<file path="src/rtl/mask_bbox_extractor.sv">
// Accumulates object pixel count and bounding box of a 1-bit mask over one
// raster frame, then presents a registered result record over valid/ready.
module mask_bbox_extractor #(
  parameter int IMG_W      = 160,
  parameter int IMG_H      = 120,
  parameter int MIN_PIXELS = 16
) (
  input  logic        clk,
  input  logic        rst,
  input  logic        pix_valid,
  input  logic        sof,
  input  logic        object_image,
  output logic        result_valid,
  input  logic        result_ready,
  output logic [14:0] area,
  output logic        found,
  output logic [7:0]  x_min,
  output logic [7:0]  x_max,
  output logic [6:0]  y_min,
  output logic [6:0]  y_max,
  output logic        overrun
);

  localparam logic [7:0]  X_LAST   = 8'(IMG_W - 1);
  localparam logic [6:0]  Y_LAST   = 7'(IMG_H - 1);
  localparam logic [14:0] MIN_AREA = 15'(MIN_PIXELS);

  typedef enum logic {IDLE, SCAN} state_t;

  state_t      state_q, state_d;
  logic [7:0]  x_q, x_d;
  logic [6:0]  y_q, y_d;
  logic [14:0] acc_area_q, acc_area_d;
  logic [7:0]  acc_xmin_q, acc_xmin_d, acc_xmax_q, acc_xmax_d;
  logic [6:0]  acc_ymin_q, acc_ymin_d, acc_ymax_q, acc_ymax_d;
  logic        rv_q, rv_d, found_q, found_d, ovr_q, ovr_d;
  logic [14:0] area_q, area_d;
  logic [7:0]  xmin_q, xmin_d, xmax_q, xmax_d;
  logic [6:0]  ymin_q, ymin_d, ymax_q, ymax_d;

  // A sof beat is pixel (0,0) of a fresh frame, whatever state we are in.
  logic        start, take, last, nxt_found;
  logic [7:0]  px, base_xmin, base_xmax, nxt_xmin, nxt_xmax;
  logic [6:0]  py, base_ymin, base_ymax, nxt_ymin, nxt_ymax;
  logic [14:0] base_area, nxt_area;

  assign start     = pix_valid && sof;
  assign take      = pix_valid && (sof || (state_q == SCAN));
  assign px        = start ? 8'd0 : x_q;
  assign py        = start ? 7'd0 : y_q;
  assign base_area = start ? 15'd0  : acc_area_q;
  assign base_xmin = start ? X_LAST : acc_xmin_q;
  assign base_xmax = start ? 8'd0   : acc_xmax_q;
  assign base_ymin = start ? Y_LAST : acc_ymin_q;
  assign base_ymax = start ? 7'd0   : acc_ymax_q;

  assign nxt_area  = base_area + {14'd0, object_image};
  assign nxt_xmin  = (object_image && (px < base_xmin)) ? px : base_xmin;
  assign nxt_xmax  = (object_image && (px > base_xmax)) ? px : base_xmax;
  assign nxt_ymin  = (object_image && (py < base_ymin)) ? py : base_ymin;
  assign nxt_ymax  = (object_image && (py > base_ymax)) ? py : base_ymax;
  assign nxt_found = (nxt_area >= MIN_AREA);
  assign last      = take && (px == X_LAST) && (py == Y_LAST);

  always_comb begin
    state_d    = state_q;
    x_d        = x_q;
    y_d        = y_q;
    acc_area_d = acc_area_q;
    acc_xmin_d = acc_xmin_q;
    acc_xmax_d = acc_xmax_q;
    acc_ymin_d = acc_ymin_q;
    acc_ymax_d = acc_ymax_q;
    rv_d       = rv_q && !result_ready;
    ovr_d      = ovr_q;
    area_d     = area_q;
    found_d    = found_q;
    xmin_d     = xmin_q;
    xmax_d     = xmax_q;
    ymin_d     = ymin_q;
    ymax_d     = ymax_q;
    if (last) begin
      state_d    = IDLE;
      x_d        = 8'd0;
      y_d        = 7'd0;
      acc_area_d = 15'd0;
      acc_xmin_d = X_LAST;
      acc_xmax_d = 8'd0;
      acc_ymin_d = Y_LAST;
      acc_ymax_d = 7'd0;
      area_d     = nxt_area;
      found_d    = nxt_found;
      xmin_d     = nxt_found ? nxt_xmin : 8'd0;
      xmax_d     = nxt_found ? nxt_xmax : 8'd0;
      ymin_d     = nxt_found ? nxt_ymin : 7'd0;
      ymax_d     = nxt_found ? nxt_ymax : 7'd0;
      rv_d       = 1'b1;
      // Overwriting a record the consumer has not taken is flagged for good.
      ovr_d      = ovr_q || (rv_q && !result_ready);
    end else if (take) begin
      state_d    = SCAN;
      acc_area_d = nxt_area;
      acc_xmin_d = nxt_xmin;
      acc_xmax_d = nxt_xmax;
      acc_ymin_d = nxt_ymin;
      acc_ymax_d = nxt_ymax;
      if (px == X_LAST) begin
        x_d = 8'd0;
        y_d = py + 7'd1;
      end else begin
        x_d = px + 8'd1;
        y_d = py;
      end
    end
  end

  always_ff @(posedge clk or posedge rst) begin
    if (rst) begin
      state_q    <= IDLE;
      x_q        <= 8'd0;
      y_q        <= 7'd0;
      acc_area_q <= 15'd0;
      acc_xmin_q <= X_LAST;
      acc_xmax_q <= 8'd0;
      acc_ymin_q <= Y_LAST;
      acc_ymax_q <= 7'd0;
      rv_q       <= 1'b0;
      ovr_q      <= 1'b0;
      area_q     <= 15'd0;
      found_q    <= 1'b0;
      xmin_q     <= 8'd0;
      xmax_q     <= 8'd0;
      ymin_q     <= 7'd0;
      ymax_q     <= 7'd0;
    end else begin
      state_q    <= state_d;
      x_q        <= x_d;
      y_q        <= y_d;
      acc_area_q <= acc_area_d;
      acc_xmin_q <= acc_xmin_d;
      acc_xmax_q <= acc_xmax_d;
      acc_ymin_q <= acc_ymin_d;
      acc_ymax_q <= acc_ymax_d;
      rv_q       <= rv_d;
      ovr_q      <= ovr_d;
      area_q     <= area_d;
      found_q    <= found_d;
      xmin_q     <= xmin_d;
      xmax_q     <= xmax_d;
      ymin_q     <= ymin_d;
      ymax_q     <= ymax_d;
    end
  end

  assign result_valid = rv_q;
  assign overrun      = ovr_q;
  assign area         = area_q;
  assign found        = found_q;
  assign x_min        = xmin_q;
  assign x_max        = xmax_q;
  assign y_min        = ymin_q;
  assign y_max        = ymax_q;

endmodule

</file>
<file path="config.mk">
export PLATFORM = sky130hd
export DESIGN_NAME = mask_bbox_extractor
export DESIGN_NICKNAME = d
export VERILOG_FILES = /design/src/rtl/mask_bbox_extractor.sv
export SDC_FILE = /design/constraint.sdc
export NUM_CORES = 1
export LEC_CHECK = 0
export BUFFER_PORTS_ARGS = -buffer_cell sky130_fd_sc_hd__buf_2
export CAP_MARGIN = 20
export CORE_UTILIZATION = 45
export CTS_BUF_LIST = sky130_fd_sc_hd__clkbuf_4 sky130_fd_sc_hd__clkbuf_8 sky130_fd_sc_hd__clkbuf_16
export DETAILED_ROUTE_END_ITERATION = 7
export SYNTH_ARGS = -nofsm -noshare
export SYNTH_HDL_FRONTEND = slang
export SYNTH_SLANG_ARGS = --single-unit
</file>
<file path="constraint.sdc">
create_clock -name clk -period 10.2 [get_ports clk]
set_input_delay 1.53 -clock clk [delete_from_list [all_inputs] [get_ports clk]]
set_output_delay 1.53 -clock clk [all_outputs]
set_load 0.02 [all_outputs]
</file>
## Word level (Yosys, flattened, before mapping)

Cells that the tools add are included.

- Word-level logic and storage cells: 73
- Memories kept: 0
- Output and inout port bits: 48
- Bits in writable memories: 0
- Bits in registers: 109
- Bits in latches: 0
- Input bits: 6
- Memory bits (read-only): 0

- Multipliers: 0
- Add/sub/neg operators: 3
- Reduce and logical (&&, ||, !) cells: 13
- Bitwise gates (word level): 0
- Shift operators: 0
- Muxes and demuxes: 34
- Eq/ne operators: 2
- Divide/modulo/power cells: 0
- $lt $le $gt $ge: 5

Operators with widths:

| kind | number |
|---|---|
| two-way mux 8 bit | 14 |
| two-way mux 7 bit | 14 |
| two-way mux 15 bit | 3 |
| adder 15 x 1 -> 15 bit | 1 |
| greater-or-equal comparator 15 x 5 -> 1 bit (second input constant) | 1 |
| logical AND 1 bit | 9 |
| adder 8 x 1 -> 8 bit (second input constant) | 1 |
| == test 8 bit (second input constant) | 1 |
| greater-than comparator 8 bit | 1 |
| less-than comparator 8 bit | 1 |
| adder 7 x 1 -> 7 bit (second input constant) | 1 |
| == test 7 bit (second input constant) | 1 |
| greater-than comparator 7 bit | 1 |
| less-than comparator 7 bit | 1 |
| two-way mux 1 bit | 3 |
| logical OR 1 bit | 2 |
| nonzero test 2 bit | 1 |
| logical NOT 1 bit | 1 |

## Longest topological paths before layout

- Depth in word-level cells: 7
- Gate-level depth with buffers: 15

## Worst setup path before layout

Ideal clock, no wire load.

- Path type: input to register
- Start: in pix_valid
- End: reg acc_xmax_q[0]
- Required time: 10.079 ns
- Arrival time: 4.451 ns
- Stages: 14
- Library setup time: 0.121 ns
- Setup slack: 5.628 ns
- Cell sequence: nand2_1 -> buf_2 -> clkbuf_1 -> clkbuf_1 -> buf_1 -> nand2_1 -> ha_1 -> nor2b_1 -> o211ai_1 -> a21oi_1 -> o31ai_1 -> buf_1 -> nor2_1 -> a22o_1

- Cells in the longest elaborated chain, start to end: 7
- Elaborated cells between the ends (all ways): 15
- Those cells by class: 1 x order compare; 2 x eq/ne; 6 x mux; 6 x reduce/logical

Ends and longest elaborated chain:

| what | RTL line | text |
|---|---|---|
| start: declaration | 10 | `input logic pix_valid,` |
| logical AND 1 bit | 47 | `assign start = pix_valid && sof;` |
| two-way mux 8 bit, on equally long branches | 49, 53 |  |
| greater-than comparator 8 bit | 59 | `assign nxt_xmax = (object_image && (px > base_xmax)) ? px : base_xmax;` |
| logical AND 1 bit | 59 |  |
| two-way mux 8 bit | 59 |  |
| two-way mux 8 bit | 100 | `end else if (take) begin` |
| two-way mux 8 bit | 82 | `if (last) begin` |
| end signal: assignment | 141 | `acc_xmax_q <= acc_xmax_d;` |
| end: declaration | 34 | `logic [7:0] acc_xmin_q, acc_xmin_d, acc_xmax_q, acc_xmax_d;` |

Several ways; a longest one is shown, not always the timed one. The select of a mux whose other input is x is not followed.
A chain may end at the register's enable or synchronous reset.

## Worst setup path in the final report

- Start: in pix_valid
- End: reg acc_xmax_q[6]

The elaborated chain is that of the path after synthesis.

==> results.txt <==
The flow ran to the end, and the final reports show no timing, DRC or antenna violations. STA puts the critical path data arrival time at 5370 ps. The run gives 0 as the number of pins exceeding their max-slew limit in the final report.

The length in cells of the worst reg-to-reg path is 9, and the overall fraction of global-route tracks in use is 0.241. Prior to clock tree synthesis, the placed netlist has a worst setup slack of 4550 ps. Dividing the synthesized area by the synthesized cell count gives 9.28 um2.

Max-cap violations in this run came to 0. For this run the aggregate overflow at the end of global routing stands at 0. The synthesized instance count was 655. The logs give 10440 ps for the required time of the worst setup path and 59 for the distinct cell type count of the synthesized netlist.

The number of detailed-routing iterations run before antenna repair was 5. In the final routed layout, each cell accounts on average for 18.4 um. The core area was 13200 um2; the ratio of final minimum period to clock period was 0.503. The number of cells on the worst hold path is 2, and the die boundary width is 118 um.

Input and output buffers added on the ports amount to 53. The first global-routing pass estimated 26200 um of wire. Total half-perimeter wirelength after legalization and detailed placement: 11200 um. The minimum setup slack among reg-to-reg paths was 6660 ps; the aggregate negative setup slack was 0 ps. Reg-to-reg critical path endpoint: y_max[3]. Setup repair after global routing left no endpoint under its margin. The warning count from the yosys run is 0, and the number of hold violations in the final report is 0. The tools report the worst-case headroom to the max-slew limit as 0.453. The ratio of routed vias to standard cells came out at 5.91.

Classification of the worst-slack hold path: register to register. After detailed routing, the total wire length is 15900 um. The final layout contains 723 nets. In this run the number of H-tree levels came out at 3. The tools report the element type at the critical path start as a primary input. The area enclosed by the die boundary is 14000 um2. The detailed router placed 5111 vias in this run. From bottom edge to top edge, the die measures 118 um. In this run, synthesis produced a sequential element count of 109. After detailed placement, the total cell area comes to 6440 um2.

For this run, design rule violations remaining after detail routing come to 0. The tools report the cell area after synthesis as 6080 um2. Clock-pin slew was measured on the worst setup and hold paths at 70 ps. The run gives 6740 um2 as the final cell area excluding filler cells.

From synthesis to final layout, the design area changed by 10.8%. At the later pin of the worst-skew pair, clock insertion delay measures 360 ps. Summed over all cells, the static leakage comes to 3.18 nW. The fraction of synthesis flops using an asynchronous set or reset pin is 1.00. In this run the most critical hold path is launched from acc_ymin_q[1]. Largest fanout of any net on the critical path: 34.

By startpoint and endpoint, the worst setup path is classified as primary input to register. The power per standard cell area came out at 150 nW/um2. The count of antenna-violating nets left after detailed routing came out at 0. 54 I/O pins were placed.

The number of synthesized flops with an enable pin was 0. The number of hold buffers added after CTS was 0. Clock tree synthesis selected as its root buffer the cell sky130_fd_sc_hd__clkbuf_16. The congestion estimate from routability-driven global placement came to 0.878. For this block, the initial DRC count from the detailed router was 369.

The run gives 694 as the synthesized net count. The logs give 5070 ps for the final worst-path setup slack and 2 for the number of buffers on the longest clock path. The cell row count came out at 42.

The pin slew with the least headroom to its limit works out to 821 ps. The clock drives 109 sinks. TritonCTS built the clock tree. The quantity of gates resized following cts was 0.

The run gives 0 as the final antenna diode count. The tools report the source of the worst register-to-register timing path as x_q[0]. Based on the critical path, the design can be clocked at up to 195 MHz. End of the worst hold path: acc_ymin_q[1].

The tools report the number of global-route vias before repair as 4929. The sequential area share after synthesis was 0.451. IR analysis of the VDD net gives a maximum drop of 0.0759 mV.

The shortest period the worst path allows works out to 5130 ps. The initial standard-cell utilization of the core is 0.461. Entering global routing, the biggest net connects 62 pins. The fraction of layout cells with a size suffix above 1 is 0.152. Post-CTS timing repair inserted 0 buffers for setup. STA classifies the critical path endpoint as a register.

The logs give 0 for the total of endpoints with negative setup slack in the final report and 466 ps for the worst-case hold slack. The most used flip-flop cell after synthesis was sky130_fd_sc_hd__dfrtp_1. The logs give 0 for the initial antenna violation count and 11.5 ps for the largest clock skew in the final design.

TritonCTS created 9 clock buffers.
## worst max-delay path, cell delays in order
cell and delay (ps):
sky130_fd_sc_hd__buf_2 130, sky130_fd_sc_hd__nand2_1 470, sky130_fd_sc_hd__buf_4 460, sky130_fd_sc_hd__and2_1 320, sky130_fd_sc_hd__ha_1 260, sky130_fd_sc_hd__and4b_1 200
sky130_fd_sc_hd__nand4_1 180, sky130_fd_sc_hd__or4_1 720, sky130_fd_sc_hd__buf_4 360, sky130_fd_sc_hd__nand3_2 250, sky130_fd_sc_hd__nor2_1 190, sky130_fd_sc_hd__a22o_1 270
## synthesized netlist by cell type (4+ instances only)
master                       n  area (um2)
sky130_fd_sc_hd__dfrtp_1    97        2430
sky130_fd_sc_hd__nand2_1    95         357
sky130_fd_sc_hd__nor2_1     52         195
sky130_fd_sc_hd__o21ai_0    40         200
sky130_fd_sc_hd__ha_1       33         413
sky130_fd_sc_hd__nor3_1     26         130
sky130_fd_sc_hd__a21oi_1    23         115
sky130_fd_sc_hd__inv_1      23        86.3
sky130_fd_sc_hd__clkbuf_1   19        71.3
sky130_fd_sc_hd__o31ai_1    19         143
sky130_fd_sc_hd__a22o_1     18         158
sky130_fd_sc_hd__buf_2      18        90.1
sky130_fd_sc_hd__nand4_1    16         100
sky130_fd_sc_hd__a2bb2oi_1  14         123
sky130_fd_sc_hd__and2_1     14        87.6
sky130_fd_sc_hd__nand3_1    13        65.1
sky130_fd_sc_hd__dfstp_2    12         315
sky130_fd_sc_hd__mux2i_1    12         120
sky130_fd_sc_hd__a211oi_1   11        82.6
sky130_fd_sc_hd__and3_1      8        50.1
sky130_fd_sc_hd__nor2b_1     7        43.8
sky130_fd_sc_hd__nor4_1      7        43.8
sky130_fd_sc_hd__xnor2_1     7        61.3
sky130_fd_sc_hd__buf_4       5        37.5
sky130_fd_sc_hd__o21a_1      5        37.5
sky130_fd_sc_hd__a21o_1      4        30.0
sky130_fd_sc_hd__buf_1       4        15.0
sky130_fd_sc_hd__o211ai_1    4        30.0
sky130_fd_sc_hd__or3_1       4        25.0
sky130_fd_sc_hd__xor2_1      4        35.0
## routing by layer
metal	up-vias	track usage	share of wire
met2	168	0.374	0.45
met5	-	0	0
met3	21	0.0396	0.069
met4	0	0.0849	0.019
met1	2507	0.339	0.46
li1	2415	-	-
## kinds of logic (layout without fill, tap and decap cells)
group | Yosys count | count (layout) | share of synthesized area
AO/OA/AOI/OAI | 163 | 163 | 0.189
flip-flops | 109 | 109 | 0.451
AND/OR/NAND/NOR | 257 | 257 | 0.205
adder cells (fa/ha/maj) | 33 | 33 | 0.0679
buffers and inverters | 69 | 103 | 0.0494
multiplexers | 13 | 13 | 0.0216
XOR/XNOR | 11 | 11 | 0.0158
## flip-flops by register name, summed over array words and instances (netlist names)
signal and flops:
acc_ymin_q 7, area 15, x_q 8, overrun 1, result_valid 1, state_q 1, y_min 7, acc_xmin_q 8
acc_area_q 15, found 1, x_max 8, y_max 7, x_min 8, y_q 7, acc_xmax_q 8, acc_ymax_q 7
## power breakdown
part           switching, mW  internal, mW  leakage [nW]
Sequential            0.0344         0.464          1.46
Combinational          0.102        0.0700          1.58
Clock                  0.157         0.181         0.140
Total                  0.293         0.715          3.18
## how the worst max path moves through the flow
stage	start	endpoint
CTS	pix_valid	y_max[3]
detailed placement	pix_valid	y_max[3]
finish	pix_valid	acc_xmax_q[6]
floorplan	pix_valid	acc_xmax_q[0]
global placement	pix_valid	y_max[3]
global route	pix_valid	acc_xmax_q[2]
## area by class of cell
type	instances	area [um2]
clock buffer	13	262
timing repair buffer	64	352
tap	176	220
sequential	109	2740
multi-input combinational	477	3050
clock inverter	3	21.3
fill	1234	6450
inverter	23	88.8
## cells in the final DEF, fill, tap and decap left out, types with 13 or more instances in the layout
master	count
sky130_fd_sc_hd__and2_1	14
sky130_fd_sc_hd__nand2_1	95
sky130_fd_sc_hd__inv_1	22
sky130_fd_sc_hd__nand4_1	16
sky130_fd_sc_hd__ha_1	33
sky130_fd_sc_hd__o31ai_1	19
sky130_fd_sc_hd__a2bb2oi_1	14
sky130_fd_sc_hd__a21oi_1	23
sky130_fd_sc_hd__dfrtp_1	97
sky130_fd_sc_hd__buf_2	53
sky130_fd_sc_hd__nand3_1	13
sky130_fd_sc_hd__nor3_1	26
sky130_fd_sc_hd__a22o_1	18
sky130_fd_sc_hd__o21ai_0	40
sky130_fd_sc_hd__nor2_1	52
## stage by stage
step,util,std cells,power [mW]
after detailed placement,0.488,848,0.676
final,0.511,865,1.01
after global routing,0.511,865,1.06
after global placement,0.488,848,0.672
after floorplan,-,655,0.629
after CTS,0.510,864,1.01
Note: power is estimated with default switching activity, not from simulation.
